## config.mk

```make
export PLATFORM = sky130hd
export DESIGN_NAME = reset_req_gen_flat
export DESIGN_NICKNAME = d
export VERILOG_FILES = /design/src/rtl/reset_req_gen_pkg.sv /design/src/rtl/reset_req_gen_if.sv /design/src/rtl/reset_req_gen_sync_bit.sv /design/src/rtl/reset_req_gen.sv /design/src/flat_wrapper.sv
export SDC_FILE = /design/constraint.sdc
export NUM_CORES = 1
export LEC_CHECK = 0
export BUFFER_PORTS_ARGS = -buffer_cell sky130_fd_sc_hd__buf_4
export CELL_PAD_IN_SITES_DETAIL_PLACEMENT = 0
export CELL_PAD_IN_SITES_GLOBAL_PLACEMENT = 1
export CORE_MARGIN = 2
export CORE_UTILIZATION = 47
export DETAILED_ROUTE_END_ITERATION = 12
export GPL_TIMING_DRIVEN = 1
export PLACE_DENSITY = 0.85
export SYNTH_ARGS = -nofsm -noshare
export SYNTH_HDL_FRONTEND = slang
export SYNTH_HIERARCHICAL = 1
export SYNTH_SLANG_ARGS = --single-unit
```

## constraint.sdc

```tcl
create_clock -name clk -period 5.7 [get_ports clk]
set_clock_uncertainty 0.15 [all_clocks]
set_input_delay 1.14 -clock clk [delete_from_list [all_inputs] [get_ports clk]]
set_output_delay 1.14 -clock clk [all_outputs]
set_load 0.005 [all_outputs]
```

## src/rtl/reset_req_gen_pkg.sv

```systemverilog
// Shared definitions for the far-domain reset request generator.
// Holds the FSM state type, the state entered on local reset, and the helper
// that sizes the acknowledge-timeout counter from the TIMEOUT parameter.
package reset_req_gen_pkg;

  typedef enum logic [1:0] {
    ST_IDLE     = 2'd0,
    ST_HOLD     = 2'd1,
    ST_REL_WAIT = 2'd2
  } state_t;

  // Local reset parks the FSM in HOLD so a power-on sequence always runs.
  localparam state_t POR_STATE = ST_HOLD;

  localparam int TIMEOUT_DEF = 1024;

  // Width that can hold 0..timeout inclusive: ceil(log2(timeout+1)).
  function automatic int tmo_width(input int timeout);
    return $clog2(timeout + 1);
  endfunction

  localparam int TMO_W_DEF = tmo_width(TIMEOUT_DEF);

endpackage

```

## src/rtl/reset_req_gen_if.sv

```systemverilog
// Request/status bundle between a requester, the reset generator and the far
// reset domain.
//   req         : level request; only looked at while the generator is idle.
//                 There is no ready: busy=1 means any req is dropped, and a
//                 req still high on the first idle cycle starts a new sequence.
//   hold_cycles : minimum low time of rst_out_n, captured together with req.
//   rst_out_n   : active-low reset toward the far domain (registered).
//   far_rst_n   : far domain's reset status, asynchronous (0 = in reset).
//   busy        : high while a sequence is in progress.
//   done        : one-cycle pulse at sequence end.
//   timeout_err : sticky acknowledge-timeout flag.
// master = requester/far-domain side, slave = generator.
interface reset_req_gen_if #(
  parameter int HOLD_W = 16
);

  logic              req;
  logic [HOLD_W-1:0] hold_cycles;
  logic              rst_out_n;
  logic              far_rst_n;
  logic              busy;
  logic              done;
  logic              timeout_err;

  modport master (
    output req, hold_cycles, far_rst_n,
    input  rst_out_n, busy, done, timeout_err
  );

  modport slave (
    input  req, hold_cycles, far_rst_n,
    output rst_out_n, busy, done, timeout_err
  );

endinterface

```

## src/rtl/reset_req_gen_sync_bit.sv

```systemverilog
// Level synchronizer: STAGES flops in series bringing one asynchronous bit
// into the clk domain. Synchronous reset clears every stage to 0.
//   clk, rst : clock and synchronous active-high reset
//   d        : asynchronous input bit
//   q        : synchronized output (last stage)
module sync_bit #(
  parameter int STAGES = 2
) (
  input  logic clk,
  input  logic rst,
  input  logic d,
  output logic q
);

  logic [STAGES-1:0] ff;

  always_ff @(posedge clk) begin
    if (rst) begin
      ff <= '0;
    end else begin
      ff <= {ff[STAGES-2:0], d};
    end
  end

  assign q = ff[STAGES-1];

endmodule

```

## src/rtl/reset_req_gen.sv

```systemverilog
// Generates a reset sequence for a far clock domain: drives rst_out_n low for
// at least the requested hold time and until the far side reports it is in
// reset, then releases and waits for the far side to report it is out of
// reset. Each acknowledge wait is bounded by TIMEOUT cycles.
//   clk       : sole clock
//   rst       : synchronous active-high reset (starts a power-on sequence)
//   bus       : request/status bundle (slave side)
//   state_dbg : current FSM state
module reset_req_gen
  import reset_req_gen_pkg::*;
#(
  parameter int HOLD_W      = 16,
  parameter int SYNC_STAGES = 2,
  parameter int TIMEOUT     = 1024,
  parameter int POR_HOLD    = 4
) (
  input  logic              clk,
  input  logic              rst,
  reset_req_gen_if.slave    bus,
  output state_t            state_dbg
);

  localparam int                TMO_W    = tmo_width(TIMEOUT);
  localparam logic [TMO_W-1:0]  TMO_LAST = TMO_W'(TIMEOUT - 1);
  localparam logic [HOLD_W-1:0] POR_CNT  = HOLD_W'(POR_HOLD);

  state_t            state;
  logic [HOLD_W-1:0] hold_cnt;
  logic [HOLD_W-1:0] hold_nxt;
  logic [TMO_W-1:0]  tmo_cnt;
  logic              far_sync;
  logic              rst_out_n_q;
  logic              busy_q;
  logic              done_q;
  logic              err_q;

  sync_bit #(
    .STAGES(SYNC_STAGES)
  ) u_far_sync (
    .clk(clk),
    .rst(rst),
    .d  (bus.far_rst_n),
    .q  (far_sync)
  );

  // Saturating decrement. HOLD exits on the value the counter takes this
  // cycle, so a load of N gives exactly N low cycles when the far side is
  // already in reset.
  always_comb begin
    hold_nxt = hold_cnt;
    if (hold_cnt != '0) begin
      hold_nxt = hold_cnt - HOLD_W'(1);
    end
  end

  always_ff @(posedge clk) begin
    if (rst) begin
      state       <= POR_STATE;
      hold_cnt    <= POR_CNT;
      tmo_cnt     <= '0;
      rst_out_n_q <= 1'b0;
      busy_q      <= 1'b1;
      done_q      <= 1'b0;
      err_q       <= 1'b0;
    end else begin
      done_q <= 1'b0;
      case (state)
        ST_IDLE: begin
          if (bus.req) begin
            state       <= ST_HOLD;
            // A zero hold request still produces one low cycle.
            hold_cnt    <= (bus.hold_cycles == '0) ? HOLD_W'(1) : bus.hold_cycles;
            tmo_cnt     <= '0;
            rst_out_n_q <= 1'b0;
            busy_q      <= 1'b1;
          end
        end
        ST_HOLD: begin
          hold_cnt <= hold_nxt;
          if (hold_nxt == '0 && !far_sync) begin
            state       <= ST_REL_WAIT;
            tmo_cnt     <= '0;
            rst_out_n_q <= 1'b1;
          end else if (hold_cnt == '0 && far_sync) begin
            // Hold time served but far side never entered reset.
            if (tmo_cnt == TMO_LAST) begin
              err_q       <= 1'b1;
              state       <= ST_REL_WAIT;
              tmo_cnt     <= '0;
              rst_out_n_q <= 1'b1;
            end else begin
              tmo_cnt <= tmo_cnt + TMO_W'(1);
            end
          end
        end
        ST_REL_WAIT: begin
          if (far_sync) begin
            state  <= ST_IDLE;
            busy_q <= 1'b0;
            done_q <= 1'b1;
          end else if (tmo_cnt == TMO_LAST) begin
            err_q  <= 1'b1;
            state  <= ST_IDLE;
            busy_q <= 1'b0;
            done_q <= 1'b1;
          end else begin
            tmo_cnt <= tmo_cnt + TMO_W'(1);
          end
        end
        default: begin
          state       <= ST_IDLE;
          rst_out_n_q <= 1'b1;
          busy_q      <= 1'b0;
        end
      endcase
    end
  end

  assign bus.rst_out_n   = rst_out_n_q;
  assign bus.busy        = busy_q;
  assign bus.done        = done_q;
  assign bus.timeout_err = err_q;
  assign state_dbg       = state;

endmodule

```

## src/flat_wrapper.sv

```systemverilog
// flat-port wrapper written by rule: the top's interface ports become plain ports
module reset_req_gen_flat import reset_req_gen_pkg::*;
#(
  parameter int HOLD_W      = 16,
  parameter int SYNC_STAGES = 2,
  parameter int TIMEOUT     = 1024,
  parameter int POR_HOLD    = 4
)
  (clk, rst, state_dbg, bus_req, bus_hold_cycles, bus_far_rst_n, bus_rst_out_n, bus_busy, bus_done, bus_timeout_err);
  reset_req_gen_if #(.HOLD_W(HOLD_W)) bus_i ();
  input  logic clk;
  input  logic rst;
  output state_t state_dbg;
  input wire logic [$bits(bus_i.req)-1:0] bus_req;
  input wire logic [$bits(bus_i.hold_cycles)-1:0] bus_hold_cycles;
  input wire logic [$bits(bus_i.far_rst_n)-1:0] bus_far_rst_n;
  output wire logic [$bits(bus_i.rst_out_n)-1:0] bus_rst_out_n;
  output wire logic [$bits(bus_i.busy)-1:0] bus_busy;
  output wire logic [$bits(bus_i.done)-1:0] bus_done;
  output wire logic [$bits(bus_i.timeout_err)-1:0] bus_timeout_err;
  assign bus_i.req = bus_req;
  assign bus_i.hold_cycles = bus_hold_cycles;
  assign bus_i.far_rst_n = bus_far_rst_n;
  assign bus_rst_out_n = bus_i.rst_out_n;
  assign bus_busy = bus_i.busy;
  assign bus_done = bus_i.done;
  assign bus_timeout_err = bus_i.timeout_err;
  reset_req_gen #(.HOLD_W(HOLD_W), .SYNC_STAGES(SYNC_STAGES), .TIMEOUT(TIMEOUT), .POR_HOLD(POR_HOLD)) u_core (.clk(clk), .rst(rst), .bus(bus_i), .state_dbg(state_dbg));
endmodule
```

After elaboration in Yosys (flattened, before gate mapping)
Index checks and enable logic that the tools add are counted.
{"block": "totals", "input_bits": 20, "word_cells": 75, "reg_bits": 35, "output_inout_bits": 6}
{"block": "op_classes", "n_addsub": 2, "eq_ne": 11, "n_reduce_logical": 18, "n_mux": 34, "n_bitwise": 2}
{"operator": "11-bit 2-to-1 mux", "count": 6}
{"operator": "16-bit logical NOT", "count": 3}
{"operator": "16-bit 2-to-1 mux", "count": 3}
{"operator": "11-bit case mux with 3 select lines", "count": 1}
{"operator": "16-bit case mux with 2 select lines", "count": 1}
{"operator": "16-bit nonzero test", "count": 1}
{"operator": "16-bit by 1-bit subtractor with 16-bit output, second input constant", "count": 1}
{"operator": "1-bit 2-to-1 mux", "count": 13}
{"operator": "2-bit 2-to-1 mux", "count": 6}
{"operator": "4-bit AND reduction", "count": 3}
{"operator": "11-bit by 1-bit adder with 11-bit output, second input constant", "count": 1}
{"operator": "11-bit by 10-bit == test with 1-bit output, second input constant", "count": 1}
{"operator": "2-bit != test, second input constant", "count": 4}
{"operator": "3-bit by 1-bit != test with 1-bit output, second input constant", "count": 2}
{"operator": "1-bit case mux with 3 select lines", "count": 2}
{"operator": "2-bit case mux with 3 select lines", "count": 1}
{"operator": "5-bit AND reduction", "count": 1}
{"operator": "2-bit nonzero test", "count": 2}
{"operator": "3-bit by 2-bit != test with 1-bit output, second input constant", "count": 1}
{"operator": "3-bit AND reduction", "count": 1}
{"operator": "3-bit nonzero test", "count": 1}
{"operator": "2-bit by 1-bit == test with 1-bit output, second input constant", "count": 1}
{"operator": "2-bit == test, second input constant", "count": 1}
{"operator": "1-bit logical AND", "count": 2}
{"operator": "other kinds (7)", "count": 8}

Depth between registers and ports, before layout
Gate-level depths: netlist (run 1).
{"block": "depth", "depth_word": 6, "mapped_depth": 11, "mapped_depth_nobuf": 10}

Cells and area by module
Netlist (run 1), hierarchy kept.
{"mod": "reset_req_gen", "seq_area_each_um2": 660.6, "cells_each": 304, "instances": 1, "area_per_inst_um2": 2348.5}
{"mod": "sync_bit", "seq_area_each_um2": 40.0, "cells_each": 4, "instances": 1, "area_per_inst_um2": 52.6}

Worst setup path before layout (run 1)
OpenSTA, ideal clock, no wires.
{"block": "synth_path", "kind": "flip-flop to flip-flop", "start": "register u_core.hold_cnt[0]", "end": "register u_core.state[0] (netlist: u_core/state_dbg[0])", "stages_incl_launch_ff": 11, "path_slack_ns": 3.068, "period_less_slack_ns": 2.632, "arrival_time_ns": 2.412, "path_cell_list": "dfxtp_1 inv_1 ha_1 nor3b_2 nand4_1 or2_1 and2_1 o31ai_4 nor2b_2 or3b_1 a21oi_1"}
{"block": "synth_via", "elab_chain_len": 6, "elab_cells_between_ends": 12}
{"item": "start: declaration", "line": "reset_req_gen.sv:28", "source": "logic [HOLD_W-1:0] hold_cnt;"}
{"item": "start signal: assignment", "line": "reset_req_gen.sv:72", "source": "hold_cnt <= (bus.hold_cycles == '0) ? HOLD_W'(1) : bus.hold_cycles;"}
{"item": "start signal: assignment", "line": "reset_req_gen.sv:79", "source": "hold_cnt <= hold_nxt;"}
{"item": "16-bit by 1-bit subtractor with 16-bit output or 16-bit nonzero test (tied branches)", "line": "reset_req_gen.sv:52, reset_req_gen.sv:51"}
{"item": "16-bit 2-to-1 mux", "line": "reset_req_gen.sv:51", "source": "if (hold_cnt != '0) begin"}
{"item": "16-bit logical NOT", "line": "reset_req_gen.sv:80", "source": "if (hold_nxt == '0 && !far_sync) begin"}
{"item": "1-bit logical AND", "line": "reset_req_gen.sv:80"}
{"item": "3-bit by 1-bit != test with 1-bit output (no source line) or 2-bit 2-to-1 mux (tied branches)"}
{"item": "4-bit AND reduction (no source line) or 2-bit case mux with 3 select lines (tied branches)"}
{"item": "end signal: assignment", "line": "reset_req_gen.sv:81", "source": "state <= ST_REL_WAIT;"}
{"item": "end signal: assignment", "line": "reset_req_gen.sv:88", "source": "state <= ST_REL_WAIT;"}
{"item": "end signal: assignment", "line": "reset_req_gen.sv:98", "source": "state <= ST_IDLE;"}
{"item": "end: declaration", "line": "reset_req_gen.sv:27", "source": "state_t state;"}
Parallel ways exist; a longest one is shown, timed or not.
A chain may end at the register's enable or synchronous reset.

Final worst setup path (run 1)
{"block": "layout_path", "start": "register u_core.hold_cnt[0]", "end": "register u_core.tmo_cnt[6]"}
{"block": "layout_via", "elab_chain_len": 6, "elab_cells_between_ends": 11}
{"item": "16-bit by 1-bit subtractor with 16-bit output or 16-bit nonzero test (tied branches)", "line": "reset_req_gen.sv:52, reset_req_gen.sv:51"}
{"item": "16-bit 2-to-1 mux", "line": "reset_req_gen.sv:51"}
{"item": "16-bit logical NOT", "line": "reset_req_gen.sv:80"}
{"item": "1-bit logical AND", "line": "reset_req_gen.sv:80"}
{"item": "3-bit by 1-bit != test with 1-bit output (no source line) or 11-bit 2-to-1 mux (tied branches)"}
{"item": "5-bit AND reduction (no source line) or 11-bit case mux with 3 select lines (tied branches)"}
{"item": "end signal: assignment", "line": "reset_req_gen.sv:92", "source": "tmo_cnt <= tmo_cnt + TMO_W'(1);"}
{"item": "end signal: assignment", "line": "reset_req_gen.sv:107", "source": "tmo_cnt <= tmo_cnt + TMO_W'(1);"}
{"item": "end: declaration", "line": "reset_req_gen.sv:30", "source": "logic [TMO_W-1:0] tmo_cnt;"}
Parallel ways exist; a longest one is shown, timed or not.

==> out/qor.yml, run 1 <==
cts_tree: "done"
firstDrtPassIters: 4
drive_above_1_share_pct: 15.6
hpwl_um: 4170
total_power_w: 0.00142
cts_setup_buffers: 0
io_buffer_count: 25
reg2reg_from: "u_core/hold_cnt[0]"
ir_drop_mv: 0.235
path_max_fanout: 10
cts_max_path_buffers: 2
fmax_mhz: 323
path_clk_slew_ns: 0.07
grt_overflow: 0
grt_antenna_before_repair: 0
hp-start: "u_core/u_far_sync/ff[0]"
ys_ff_latch: 35
synth_top_area_share_pct: 29.2
period_needed_ns: 3.09
fin_area_um2: 2660
arrival_ns: 3.16
grtUsageTotal_pct: 22.5
dpl-instance-area_um2: 2580
cts_buffers: 5
rows: 26
syn_nets: 334
ys.flop_type: "dfxtp_1"
hold_viol: 0
die_area_um2: 5700
initial_core_util_pct: 47.9
synthToLayoutAreaGrowth_pct: 10.7
tightest_slew_ns: 0.846
netlist_instances: 308
setup-tns-final_ns: 0
stdcell_count: 396
worstSetupPathType: "flop to flop"
period_share_pct: 54.2
vias_per_cell: 5.92
rsz0062_at_grt: "no"
ios: 26
insertion_delay_ns: 0.29
routed_wl_um: 5880
leakagePower_nw: 0.963
crit_path_end_kind: "flop"
synth_edf_count: 0
clock-sinks: 35
async_flop_share_pct: 0
crit_start: "u_core/hold_cnt[0]"
yosysTopAreaCell: "dfxtp_1"
die_y_um: 75.5
slew_viol_final: 0
drc: 0
maxCapViolCount: 0
vias: 2343
cts-root-buf: "clkbuf_8"
first_iter_violations: 134
avgSynthCellArea_um2: 7.80
finalSetupViolCount: 0
status: "completed"
grt_pass1_wl_um: 9880
fp.dieW_um: 75.5
antenna_left: 0
final_nets: 351
htreeDepth: 2
holdBufCountCts: 0
cts_resized: 0
cp.required_ns: 5.76
routedWlPerCell_um: 14.8
antennaDiodeCount: 0
min_path_type: "flop to flop"
synth_cell_types: 66
synth_area_leaders: "dfxtp_1, nor2_1, a21oi_1, nand2_1, nand3_1"
power_density_nw_per_um2: 533
core_area_um2: 5010
grt_pass1_vias: 2098
yosysWarnings: 6
grt_max_degree: 37
syn-cell-area_um2: 2400
gp_congestion: 0.878
critPathLaunchType: "flop"
place_inst: 388
slew_headroom_pct: 43.2
synth_seq_area_share_pct: 29.2
## flip-flops by register name (all words and copies together) (netlist names)
register and cells:
u_core/u_far_sync/ff 2, u_core/hold_cnt 16, u_core/tmo_cnt 11, u_core/bus.timeout_err 1, u_core/bus.busy 1, u_core/state_dbg 2, u_core/bus.done 1, u_core/bus.rst_out_n 1
## per-stage QoR
| step | hold slack [ns] | setup slack [ns] | utilization (%) |
|---|---|---|---|
| floorplan | 0.264 | 3.07 | - |
| global placement | 0.270 | 2.72 | 51.4 |
| detailed placement | 0.282 | 2.63 | 51.4 |
| CTS | 0.299 | 2.62 | 53.1 |
| global route | 0.303 | 2.34 | 53.1 |
| finish | 0.295 | 2.61 | 53.1 |
## final timing paths
path	to	slack, ns	depth (start not counted)
worst max register to register	u_core/tmo_cnt[6]	2.61	10
worst min-delay path	u_core/u_far_sync/ff[1]	0.30	1
worst min register to register	u_core/u_far_sync/ff[1]	0.30	1
worst max-delay path	u_core/tmo_cnt[6]	2.61	10
## cells by family (layout without fill, tap and decap cells)
logic type	after synthesis	after routing	share of synthesized area, %
buf+inv	25	43	5.84
xor+xnor	1	1	0.365
mux	3	3	1.25
fa+ha+maj	6	6	3.13
compound gates	85	85	25.0
flops	35	35	29.2
simple gates	153	153	35.2
## cell usage in the layout (no fill, tap or decap), drive strengths merged, types with 3 or more instances in the layout
cell     netlist  layout
or4            3       3
nor2b          5       5
nand2         27      27
o21a           5       5
a31oi          9       9
a21oi         25      25
mux2i          3       3
o21ai         12      12
or3            5       5
clkbuf         8       7
inv            8       8
nor4          13      13
a211oi         4       4
dfxtp         35      35
nor3b          4       4
o2111ai        3       3
a2111oi        3       3
a22oi          5       5
nand4          3       3
nand3         19      19
ha             6       6
nand2b         5       5
nor3          16      16
nand4b         3       3
buf            8      26
nor2          39      39
## cell usage after synthesis (all sizes together) (2+ instances only)
cell,instances
a2111oi,3
a211oi,4
a21boi,2
a21o,2
a21oi,25
a22oi,5
a31oi,9
buf,8
clkbuf,8
dfxtp,35
ha,6
inv,8
mux2i,3
nand2,27
nand2b,5
nand3,19
nand3b,2
nand4,3
nand4b,3
nor2,39
nor2b,5
nor3,16
nor3b,4
nor4,13
o2111ai,3
o21a,5
o21ai,12
o21bai,2
o22ai,2
o2bb2ai,2
o311a,2
o31ai,2
or2,2
or3,5
or3b,2
or4,3
## final cells by class
class,instances,area [um^2]
Clock buffer,7,76.3
Fill cell,522,2350
Inverter,9,33.8
Timing Repair Buffer,26,195
Multi-Input combinational cell,248,1560
Clock inverter,1,5.00
Sequential cell,35,701
Tap cell,70,87.6
## routing by layer
metal,share of wire [%],vias up,global-route usage [%],routed length [um]
met2,47,50,37.4,2780
met3,3.3,8,3.70,194
met5,0,-,0,0
met1,48,1102,29.7,2800
met4,1.9,0,7.99,111
li1,-,1183,-,-
## worst max-delay path: stages (launching register included)
cell and delay (ns):
dfxtp_1 0.38, inv_1 0.10, ha_1 0.22, nor3b_2 0.31, nand4_1 0.30, or2_1 0.32, and2_1 0.20, o31ai_4 0.35
o21a_1 0.37, a41oi_1 0.16, a31oi_1 0.16
## power by group
| part | total, W | leakage [nW] | switching [W] | internal [W] |
|---|---|---|---|---|
| Clock | 0.000174 | 0.0422 | 0.0000886 | 0.0000857 |
| Combinational | 0.000841 | 0.636 | 0.000500 | 0.000341 |
| Sequential | 0.000401 | 0.285 | 0.000101 | 0.000300 |
(Power assumes the default switching activity.)
==> run 2, diff against run 1 <==
- CORE_UTILIZATION: 47 -> 39
- PLACE_DENSITY: 0.85 -> 0.75
- clock period: 5.7 -> 2.7 ns (I/O delays scaled with it)
==> run 2 against run 1 <==
The flow now finishes with violations (setup timing). Non-clock buffer count up 47. Register-to-register slack worse by 2.7 ns. Clock-buffer cell count down 1. Cell count up 13%. Sequential share of layout area down 4.1 points. Critical path type unchanged. Critical endpoint is now u_core/tmo_cnt[9]. Largest cell class unchanged. Largest power group unchanged.
==> out/qor.yml, run 2 (same netlist as run 1, synthesis figures left out) <==
vias: 2575
cts_tree: "done"
rsz0062_at_grt: "yes"
htreeDepth: 2
crit_path_end_kind: "flop"
finalSetupViolCount: 11
cts_max_path_buffers: 2
period_needed_ns: 2.77
fin_area_um2: 3150
routed_wl_um: 6960
rrSetupSlack_ns: -0.07
ir_drop_mv: 0.551
top_regs: "u_core/hold_cnt (16), u_core/tmo_cnt (11)"
reg2reg_from: "u_core/hold_cnt[1]"
top_register: "u_core/hold_cnt"
violations: "setup timing"
grt_pass1_wl_um: 11300
drc: 0
io_buffer_count: 25
die_y_um: 82.5
grt_overflow: 0
fp.dieW_um: 82.5
setup-tns-final_ns: -0.319
path_clk_slew_ns: 0.08
dpl-instance-area_um2: 2900
period_share_pct: 103
clock-sinks: 35
cp.required_ns: 2.78
vias_per_cell: 5.75
power_density_nw_per_um2: 1240
insertion_delay_ns: 0.30
antenna_left: 0
drive_above_1_share_pct: 30.6
grtUsageTotal_pct: 21.6
ios: 26
min_to: "u_core/u_far_sync/ff[1]"
worstSetupPathType: "flop to flop"
hp-start: "u_core/u_far_sync/ff[0]"
cts_buffers: 5
fmax_mhz: 361
tightest_slew_ns: 0.609
gp_congestion: 0.908
holdBufCountCts: 0
firstDrtPassIters: 5
die_area_um2: 6800
antennaDiodeCount: 0
status: "finished with violations"
min_path_type: "flop to flop"
layout_common_cells: "buf_4, nor2_1, dfxtp_1"
arrival_ns: 2.85
slew_headroom_pct: 59.0
synthToLayoutAreaGrowth_pct: 31.2
critPathLaunchType: "flop"
hold_viol: 0
rr_endpoint: "u_core/tmo_cnt[9]"
final_common_cell: "buf_4"
cts-root-buf: "clkbuf_8"
path_max_fanout: 6
maxCapViolCount: 0
initial_core_util_pct: 40.6
grt_antenna_before_repair: 0
final_nets: 398
leakagePower_nw: 1.22
first_iter_violations: 224
slew_viol_final: 0
hpwl_um: 4970
largest_reg_flops: 16
rr_worst_depth: 10
holdPathStages: 1
fin_ws_ns: -0.0732
grt_pass1_vias: 2427
routedWlPerCell_um: 15.5
rows: 28
grt_max_degree: 37
total_power_w: 0.00389
core_area_um2: 5920
-- run 2: changes by cell type in the layout (fill, tap and decap cells not counted), sizes merged --
cell	before	now
buf	26	73
bufinv	0	2
clkbuf	7	6
clkinv	2	1
-- run 2: what timing repair did --
action | CTS | global route
hold endpoints to repair | 0 | 0
pin swaps | 0 | 8
gates resized for setup | 4 | 14
buffers inserted | 1 | 4
endpoints found under the setup margin | 8 | 16
-- run 2: cell type report --
type / count / area, um^2
fill: 592 / 2770
multi-input combinational: 248 / 1640
sequential: 35 / 702
timing repair buffer: 73 / 548
tap: 75 / 93.8
clock buffer: 6 / 72.6
clock inverter: 2 / 60.1
inverter: 9 / 33.8
-- run 2: how the worst max path moves through the flow --
stage | startpoint | endpoint | slack [ns] | depth (start not counted)
4_1_cts | u_core/hold_cnt[0] | u_core/tmo_cnt[4] | -0.0006 | 13
2_1_floorplan | u_core/hold_cnt[0] | u_core/state_dbg[0] | 0.07 | 10
5_1_grt | u_core/hold_cnt[1] | u_core/tmo_cnt[8] | -0.23 | 13
6_report | u_core/hold_cnt[1] | u_core/tmo_cnt[9] | -0.07 | 10
3_5_place_dp | u_core/hold_cnt[0] | u_core/tmo_cnt[4] | -0.02 | 11
3_3_place_gp | u_core/hold_cnt[0] | u_core/tmo_cnt[6] | -0.007 | 11
-- run 2: through the flow --
| step | util (%) | hold WS, ns | std cells | setup WS, ns |
|---|---|---|---|---|
| 4_1_cts | 51.6 | 0.298 | 444 | -0.000566 |
| 6_report | 53.2 | 0.296 | 448 | -0.0732 |
| 5_1_grt | 53.2 | 0.303 | 448 | -0.234 |
| 3_5_place_dp | 49.0 | 0.281 | 435 | -0.0150 |
| 2_1_floorplan | - | 0.264 | 308 | 0.0681 |
| 3_3_place_gp | 49.0 | 0.276 | 435 | -0.00657 |
-- run 2: power breakdown --
group	total, W	leakage [nW]	switching (W)	internal (W)
clock	0.000584	0.0654	0.000215	0.000369
combinational	0.00253	0.868	0.00133	0.00120
sequential	0.000773	0.286	0.000138	0.000636
-- run 2: worst max-delay path, cell delays in order (launching register included) --
cell and delay (ns):
dfxtp_2 0.34, buf_4 0.14, or4_4 0.53, nor4_4 0.18, o2111a_2 0.24, nand4b_4 0.14
o31ai_4 0.36, o21a_1 0.21, buf_4 0.15, nand3_1 0.07, a31oi_1 0.18
-- run 2: metal layers --
metal  GRT usage [%]  wire length (um)  vias to the layer above
met5               0                 0                        -
met4            9.00               161                        0
met3            3.80               246                       15
met2            36.5              3420                       61
met1            27.0              3130                     1220
li1                -                 -                     1279
==> run 3, diff against run 2 <==
- CORE_UTILIZATION: 39 -> 41
- CTS_BUF_LIST: default -> sky130_fd_sc_hd__clkbuf_4 sky130_fd_sc_hd__clkbuf_8
- PLACE_DENSITY: 0.75 -> 0.79
==> run 3 against run 2 <==
Highest routed layer unchanged. Design area increased by 0.40%. Die area decreased by 4.6%. Fmax decreased by 2.5%. The run still ends with setup timing left. Worst setup slack got worse by 0.070 ns. Global-route usage increased by 0.28 points.
==> out/qor.yml, run 3 (same netlist as run 1, synthesis figures left out) <==
initial_core_util_pct: 43.1
crit_path_end_kind: "flop"
core_area_um2: 5570
largest_reg_flops: 16
fp.dieW_um: 80.5
cts_max_path_buffers: 2
holdBufCountCts: 0
insertion_delay_ns: 0.29
fmax_mhz: 352
total_power_w: 0.00379
routed_wl_um: 6760
rsz0062_at_grt: "yes"
period_needed_ns: 2.84
tightest_slew_ns: 0.628
io_buffer_count: 25
maxCapViolCount: 0
layout_common_cells: "buf_4, nor2_1, dfxtp_1"
first_iter_violations: 149
grtUsageMet3_pct: 3.71
hpwl_um: 4840
htreeDepth: 2
ir_drop_mv: 0.683
clock-sinks: 35
arrival_ns: 2.91
critPathLaunchType: "flop"
path_max_fanout: 5
antennaDiodeCount: 0
grt_max_degree: 37
vias: 2575
cp.required_ns: 2.76
die_y_um: 80.5
cts_tree: "done"
violations: "setup timing"
finalSetupViolCount: 12
final_common_cell: "buf_4"
top_register: "u_core/hold_cnt"
drive_above_1_share_pct: 31.7
ios: 26
use_met2_pct: 37.9
slew_headroom_pct: 57.8
status: "finished with violations"
rows: 27
hold_viol: 0
antenna_left: 0
worstSetupPathType: "flop to flop"
top_regs: "u_core/hold_cnt (16), u_core/tmo_cnt (11)"
utilization_pct: 56.7
routedWlPerCell_um: 15.1
use_met1_pct: 26.9
setup-tns-final_ns: -1.13
nFillCells: 552
leakagePower_nw: 1.21
die_area_um2: 6480
grt_antenna_before_repair: 0
vias_per_cell: 5.76
path_clk_slew_ns: 0.08
top_usage_layer: "met2"
final_nets: 400
drc: 0
grt_pass1_wl_um: 11100
power_density_nw_per_um2: 1200
synthToLayoutAreaGrowth_pct: 31.7
gp_congestion: 0.929
grt_overflow: 0
grt_pass1_vias: 2334
slew_viol_final: 0
grtUsageTotal_pct: 21.9
min_path_type: "flop to flop"
cts-root-buf: "clkbuf_8"
firstDrtPassIters: 4
fin_ws_ns: -0.143
timing.hold.ws_ns: 0.289
cts_buffers: 5
period_share_pct: 105
run 3: timing repair:
action,4_1_cts,5_1_grt
endpoints found under the setup margin,12,17
pin swaps,7,10
gates resized for setup,13,16
buffers inserted,4,3
run 3: worst paths after layout:
check                               start                      end  slack (ns)  cells after the start
setup / recovery       u_core/hold_cnt[0]      u_core/state_dbg[0]       -0.14                     12
hold / removal    u_core/u_far_sync/ff[0]  u_core/u_far_sync/ff[1]        0.29                      1
setup reg to reg       u_core/hold_cnt[0]      u_core/state_dbg[0]       -0.14                     12
hold reg to reg   u_core/u_far_sync/ff[0]  u_core/u_far_sync/ff[1]        0.29                      1
run 3: layer usage:
| layer | up-vias | wire [um] |
|---|---|---|
| met5 | - | 0 |
| met4 | 0 | 102 |
| met3 | 6 | 238 |
| met2 | 56 | 3390 |
| met1 | 1232 | 3030 |
| li1 | 1281 | - |
run 3: power by group:
part / switching, W / total [W] / internal [W]
logic: 0.00137 / 0.00262 / 0.00125
registers: 0.000142 / 0.000783 / 0.000641
clock network: 0.000199 / 0.000390 / 0.000191
run 3: layout make-up:
type	instances	area, um^2	share of cell area (%)
sequential	35	707	22.4
timing repair buffer	75	578	18.3
clock inverter	2	12.5	0.396
inverter	9	36.3	1.15
multi-input combinational	248	1660	52.6
clock buffer	6	76.3	2.41
tap	72	90.1	2.85
run 3: worst max-delay path, cell delays in order (launching register included):
cell      delay, ns
dfxtp_4        0.37
inv_4          0.08
ha_4           0.14
nor3b_4        0.23
buf_4          0.16
nand4_1        0.12
mux2i_1        0.26
buf_4          0.17
nand4b_4       0.12
o31ai_4        0.38
nor2b_2        0.11
or3b_1         0.36
a21oi_1        0.12
run 3: per-stage QoR:
step,instance area (um^2),setup WS (ns),cells
6_report,3160,-0.143,447
3_3_place_gp,2900,0.0357,432
5_1_grt,3160,-0.277,447
3_5_place_dp,2900,-0.00986,432
2_1_floorplan,2400,0.0681,308
4_1_cts,3060,-0.0473,444
